<file path="src/rtl/gol_pkg.sv">
// Shared types for the Game of Life run controller: sequencer states and
// the status codes reported when a run stops.
package gol_pkg;

  typedef enum logic [2:0] {
    ST_IDLE   = 3'd0,
    ST_LOAD   = 3'd1,
    ST_SETTLE = 3'd2,
    ST_STEP   = 3'd3,
    ST_CHECK  = 3'd4,
    ST_PAUSED = 3'd5,
    ST_DONE   = 3'd6
  } gol_state_e;

  localparam logic [2:0] GOL_ST_NONE    = 3'd0;
  localparam logic [2:0] GOL_ST_LIMIT   = 3'd1;
  localparam logic [2:0] GOL_ST_EXTINCT = 3'd2;
  localparam logic [2:0] GOL_ST_STILL   = 3'd3;
  localparam logic [2:0] GOL_ST_OSC2    = 3'd4;

endpackage

</file>
<file path="src/rtl/gol_pattern_detect.sv">
// Combinational pattern checks on the grid cell vector.
// The two-generations-back compare exists only when GOL_OSC2_EN is defined.
module gol_pattern_detect #(
  parameter int unsigned W = 16
) (
  input  logic [W-1:0] cells,
  input  logic [W-1:0] prev,
  input  logic [W-1:0] prev2,
  output logic         is_empty,
  output logic         eq_prev,
  output logic         eq_prev2
);

  assign is_empty = (cells == '0);
  assign eq_prev  = (cells == prev);

`ifdef GOL_OSC2_EN
  assign eq_prev2 = (cells == prev2);
`else
  logic unused_prev2;
  assign unused_prev2 = ^prev2;
  assign eq_prev2     = 1'b0;
`endif

endmodule

</file>
<file path="src/rtl/gol_run_ctrl.sv">
// Generation sequencer for the toroidal Game of Life grid: load seed, step,
// inspect, stop. Define GOL_OSC2_EN to add period-2 oscillation detection.
//
// state  | meaning
// IDLE   | waiting for start
// LOAD   | grid_load pulse, grid takes grid_seeds
// SETTLE | one cycle for cells to show the loaded pattern
// STEP   | grid_step pulse, history captured, generation counted
// CHECK  | evaluate stop conditions on the current cells
// PAUSED | parked between generations until single_step or pause release
// DONE   | run finished, status/gen_count/grid_seeds held
module gol_run_ctrl
  import gol_pkg::*;
#(
  parameter int unsigned N     = 4,
  parameter int unsigned GEN_W = 16
) (
  input  logic               clk,
  input  logic               nrst,
  input  logic               start,
  input  logic               abort,
  input  logic               pause,
  input  logic               single_step,
  input  logic [GEN_W-1:0]   gen_limit,
  input  logic [N*N-1:0]     seeds,
  input  logic [N*N-1:0]     cells,
  output logic [N*N-1:0]     grid_seeds,
  output logic               grid_load,
  output logic               grid_step,
  output logic [GEN_W-1:0]   gen_count,
  output logic               busy,
  output logic               done,
  output logic [2:0]         status
);

  localparam int unsigned W = N * N;
  localparam logic [GEN_W-1:0] GEN_ONE = {{(GEN_W-1){1'b0}}, 1'b1};

  gol_state_e       state_q, state_d;
  logic [W-1:0]     seeds_q, seeds_d;
  logic [GEN_W-1:0] limit_q, limit_d;
  logic [GEN_W-1:0] gen_q, gen_d;
  logic [2:0]       status_q, status_d;
  logic [W-1:0]     prev_q, prev_d;
  logic             prev_valid_q, prev_valid_d;
  logic             load_q, load_d;
  logic             step_q, step_d;
  logic             busy_q, busy_d;
  logic             done_q, done_d;
  logic [W-1:0]     prev2_w;

`ifdef GOL_OSC2_EN
  logic [W-1:0]     prev2_q, prev2_d;
  logic             prev2_valid_q, prev2_valid_d;
  assign prev2_w = prev2_q;
`else
  assign prev2_w = '0;
`endif

  logic is_empty, eq_prev, eq_prev2;

  gol_pattern_detect #(.W(W)) u_detect (
    .cells    (cells),
    .prev     (prev_q),
    .prev2    (prev2_w),
    .is_empty (is_empty),
    .eq_prev  (eq_prev),
    .eq_prev2 (eq_prev2)
  );

`ifndef GOL_OSC2_EN
  logic unused_eq_prev2;
  assign unused_eq_prev2 = eq_prev2;
`endif

  always_comb begin
    state_d      = state_q;
    seeds_d      = seeds_q;
    limit_d      = limit_q;
    gen_d        = gen_q;
    status_d     = status_q;
    prev_d       = prev_q;
    prev_valid_d = prev_valid_q;
`ifdef GOL_OSC2_EN
    prev2_d       = prev2_q;
    prev2_valid_d = prev2_valid_q;
`endif

    if (abort) begin
      state_d  = ST_IDLE;
      status_d = GOL_ST_NONE;
    end else begin
      case (state_q)
        ST_IDLE, ST_DONE: begin
          if (start) begin
            seeds_d      = seeds;
            limit_d      = gen_limit;
            gen_d        = '0;
            status_d     = GOL_ST_NONE;
            prev_valid_d = 1'b0;
`ifdef GOL_OSC2_EN
            prev2_valid_d = 1'b0;
`endif
            state_d      = ST_LOAD;
          end
        end
        ST_LOAD:   state_d = ST_SETTLE;
        ST_SETTLE: state_d = ST_CHECK;
        ST_STEP: begin
          // cells still shows the pre-step generation at this edge
          prev_d       = cells;
          prev_valid_d = 1'b1;
`ifdef GOL_OSC2_EN
          prev2_d       = prev_q;
          prev2_valid_d = prev_valid_q;
`endif
          gen_d        = gen_q + GEN_ONE;
          state_d      = ST_CHECK;
        end
        ST_CHECK: begin
          if (is_empty) begin
            state_d  = ST_DONE;
            status_d = GOL_ST_EXTINCT;
          end else if (prev_valid_q && eq_prev) begin
            state_d  = ST_DONE;
            status_d = GOL_ST_STILL;
`ifdef GOL_OSC2_EN
          end else if (prev2_valid_q && eq_prev2) begin
            state_d  = ST_DONE;
            status_d = GOL_ST_OSC2;
`endif
          end else if (gen_q == limit_q) begin
            state_d  = ST_DONE;
            status_d = GOL_ST_LIMIT;
          end else if (pause) begin
            state_d = ST_PAUSED;
          end else begin
            state_d = ST_STEP;
          end
        end
        ST_PAUSED: begin
          if (single_step || !pause) state_d = ST_STEP;
        end
        default: state_d = ST_IDLE;
      endcase
    end

    // Outputs are flopped from the next state so they line up with state_q.
    load_d = (state_d == ST_LOAD);
    step_d = (state_d == ST_STEP);
    done_d = (state_d == ST_DONE);
    busy_d = (state_d == ST_LOAD)  || (state_d == ST_SETTLE) ||
             (state_d == ST_STEP)  || (state_d == ST_CHECK)  ||
             (state_d == ST_PAUSED);
  end

  always_ff @(posedge clk) begin
    if (!nrst) begin
      state_q      <= ST_IDLE;
      seeds_q      <= '0;
      limit_q      <= '0;
      gen_q        <= '0;
      status_q     <= GOL_ST_NONE;
      prev_q       <= '0;
      prev_valid_q <= 1'b0;
      load_q       <= 1'b0;
      step_q       <= 1'b0;
      busy_q       <= 1'b0;
      done_q       <= 1'b0;
    end else begin
      state_q      <= state_d;
      seeds_q      <= seeds_d;
      limit_q      <= limit_d;
      gen_q        <= gen_d;
      status_q     <= status_d;
      prev_q       <= prev_d;
      prev_valid_q <= prev_valid_d;
      load_q       <= load_d;
      step_q       <= step_d;
      busy_q       <= busy_d;
      done_q       <= done_d;
    end
  end

`ifdef GOL_OSC2_EN
  always_ff @(posedge clk) begin
    if (!nrst) begin
      prev2_q       <= '0;
      prev2_valid_q <= 1'b0;
    end else begin
      prev2_q       <= prev2_d;
      prev2_valid_q <= prev2_valid_d;
    end
  end
`endif

  assign grid_seeds = seeds_q;
  assign grid_load  = load_q;
  assign grid_step  = step_q;
  assign gen_count  = gen_q;
  assign busy       = busy_q;
  assign done       = done_q;
  assign status     = status_q;

endmodule

</file>
<file path="config.mk">
export PLATFORM = sky130hd
export DESIGN_NAME = gol_run_ctrl
export DESIGN_NICKNAME = d
export VERILOG_FILES = /design/src/rtl/gol_pkg.sv /design/src/rtl/gol_pattern_detect.sv /design/src/rtl/gol_run_ctrl.sv
export SDC_FILE = /design/constraint.sdc
export NUM_CORES = 1
export LEC_CHECK = 0
export ABC_CLOCK_PERIOD_IN_PS = 2700
export CAP_MARGIN = 10
export CORE_AREA = 2 2 68 118
export CTS_CLUSTER_DIAMETER = 40
export CTS_CLUSTER_SIZE = 40
export DETAILED_ROUTE_END_ITERATION = 8
export DIE_AREA = 0 0 70 120
export PLACE_DENSITY = 0.75
export SKIP_LAST_GASP = 1
export SYNTH_ARGS = -nofsm -noshare
export SYNTH_HDL_FRONTEND = slang
export SYNTH_SLANG_ARGS = --single-unit
</file>
<file path="constraint.sdc">
create_clock -name clk -period 2.7 [get_ports clk]
set_clock_uncertainty 0.2 [all_clocks]
set_input_delay 0.27 -clock clk [delete_from_list [all_inputs] [get_ports clk]]
set_output_delay 0.27 -clock clk [all_outputs]
set_load 0.02 [all_outputs]
</file>
==> key figures <==
Synth
  • Register area share after synthesis: 41.91%
  • Post-synth ARST share: 0%
  • Synthesized instance count: 429
  • Post-synth cell types: around 50
  • Mean post-synth cell area: around 8.2 µm²
  • #FFs+latches synth: 74
  • Leading area contributor after synthesis: dfxtp_1
  • Main synth FF type: dfxtp_1
  • Post-synth EDFFs: 0
  • Mapped cell area: 3535 µm²
  • Yosys warning total: 0
  • Area contributors post-synth: dfxtp_1, nand2_1, a21boi_0
  • Synth top area share: 41.91%
  • Mapped Nets: 484

Job
  • Maxcap violations: 0

CTS
  • Root Driver: clkbuf_16
  • Hold buffers post-CTS: 0
  • Cts bufs inserted: 9
  • Clock latency on the worst-skew pair: 330 ps
  • Worst-path clk slew: 60 ps
  • Post-CTS setup buffers: 0
  • CTS max path bufs: 2
  • Post-CTS Resized: 0
  • H-tree Lvls: 3
  • CTS tree: yes
  • Clock sinks: 74

Placed design
  • Port bufs: 91
  • Placement Cell Area: around 4500 µm²
  • Gpl congestion: just over 0.8
  • Placed Cells: 591
  • HPWL after detailed placement: 6.245 mm
  • Post-place setup slack: 155.0 ps

Drt
  • Vias: 3,221
  • # DRC: 0
  • Initial DRC count: 152
  • Detail Route Antenna Nets: 0
  • DR pass1 iterations: 4
  • Vias per cell: 5.333
  • Post-DR wirelength/cell: 14.36 µm
  • Routed WL: between 8 and 9 mm

Global routing
  • Tot GR Track Use: 21.93%
  • Vias in the first global route: 3,218
  • Largest net degree at the start of global routing: 57
  • Met3 Usage GRT: 3.946%
  • GR peak layer: met2
  • First-pass GRT wire length: between 10 and 15 mm
  • Met2 global-route usage: 39.58%
  • GR Overflow Total: 0
  • Initial antenna violation count: 0
  • Met1 Track Usage GR: 23.93%

Critical path
  • CP required: ~2800 ps
  • WS Path Type: reg2reg
  • Kind of end point of the critical path: flop
  • Capturing point of the worst reg2reg path: gen_count[4]
  • Reg2reg path depth: 5
  • WP data arrival: about 2300 ps
  • FF-to-FF Start: state_q[2]
  • Reg2Reg Setup Slack: 420 ps
  • Crit start category: flop
  • Largest fanout on the critical path: 16

Floorplanning
  • Initial Util: a little under half
  • Row count: 42
  • Core Area: roughly 7500 µm²
  • I/O Pins: between 90 and 100
  • Die X: roughly 70 µm
  • Die ar.: 8400 µm²
  • Die Ht: approximately 120 µm

Final layout
  • Ant. Diodes: 0
  • Layout Utilization: a little under two thirds
  • Most frequent cells in the layout: nand2_1, clkdlybuf4s50_1, dfxtp_1
  • Fraction of layout cells with a size suffix above 1: under 10%
  • Final Non-Filler Cells: 604
  • Commonest non-fill, non-tap cell in the layout: nand2_1
  • Number of nets in the layout: around 570
  • Area Growth Syn to Fin: 34.58%
  • Fin area: 4757 µm²

STA
  • Slew of the pin with the lowest slew margin: 658.4 ps
  • Final Critical Period: 2276 ps
  • Max-slew violation count: 0
  • Final setup violation count: 0
  • Slew headroom: roughly 56%
  • Final hold violations: 0
  • Achievable Freq: 439.3 MHz
  • Post-route clock period utilization: a little over four fifths
  • RSZ-0062 raised after global routing: no
  • Hold WS: between 200 and 300 ps
  • Final TNS setup: 0 ps
  • Final WS setup: ~420 ps

Power
  • Static leakage: between 1.5 and 2 nW
  • Peak VDD IR: 0.0003961 V
  • PD cells: ~500 nW/µm²
  • Final Total Pwr: 2.437 mW

Hold path
  • Hold Path Origin: grid_seeds[0]
  • Min-Delay Path Depth: 2
  • Worst hold path class: reg2reg
  • Worst hold endpoint: grid_seeds[0]

Run status
  • Status: complete, no violations
[logic make-up after synthesis]
| kind of cell | Yosys count | share of synthesized area, % |
|---|---|---|
| adders and majority gates | 1 | 0.3539 |
| AOI/OAI and AO/OA | 94 | 19.43 |
| muxes | 1 | 0.2832 |
| and+or+nand+nor | 187 | 24.39 |
| DFF | 74 | 41.91 |
| buffers and inverters | 31 | 3.611 |
| other | 1 | 0.1061 |
| xor gates and xnor gates | 40 | 9.911 |
[power breakdown]
group	total (mW)	internal [mW]	switching (mW)
Clock	1.02	0.605	0.412
Sequential	1.14	1.12	0.0174
Combinational	0.283	0.149	0.134
[cell usage after synthesis (4+ instances only)]
master and instances:
nand2_1 108, dfxtp_1 74, a21boi_0 48, xor2_1 23
clkbuf_1 22, nor2_1 20, xnor2_1 17, a21oi_1 13
nor4_1 10, nand3_1 9, nand4_1 8, a211oi_1 6
inv_1 6, o21ai_0 5, nor2b_1 4, or3_1 4
or4_1 4
[area by class of cell]
cell class,instances,area (µm²)
clock buffer,12,236.5
clock inverter,1,5.005
fill,668,2705
inverter,6,22.52
multi-input combinational,324,1931
sequential,74,1481
tap,88,110.1
timing repair buffer,99,970.9
[critical path, stage by stage, from the launching register on]
cell and delay, ps:
dfxtp_1 640, and3b_1 260, o21ai_1 210, a21o_4 350
or4_1 400, a21oi_1 150
[registers in the layout, summed over array words and instances (netlist names)]
name and count:
limit_q 16, gen_count 16, state_q 3, prev_q 16, done 1, grid_load 1
grid_step 1, status 2, busy 1, grid_seeds 16, prev_valid_q 1
[how the worst max path moves through the flow]
stage / startpoint / to / slack [ps] / cells past startpoint
6_report: state_q[2] / gen_count[4] / 420 / 5
2_1_floorplan: state_q[0] / gen_count[11] / 730 / 6
4_1_cts: gen_count[3] / status[1] / 400 / 5
5_1_grt: state_q[2] / gen_count[7] / 230 / 5
3_3_place_gp: start / gen_count[11] / 170 / 6
3_5_place_dp: start / gen_count[11] / 150 / 6
[per-layer routing]
| layer | share of wire (%) | wire (µm) |
|---|---|---|
| met1 | 39 | 3396 |
| met2 | 54 | 4673 |
| met5 | 0 | 0 |
| met3 | 3.8 | 332 |
| met4 | 3.1 | 270 |
Note: power is estimated with default switching activity, not from simulation.
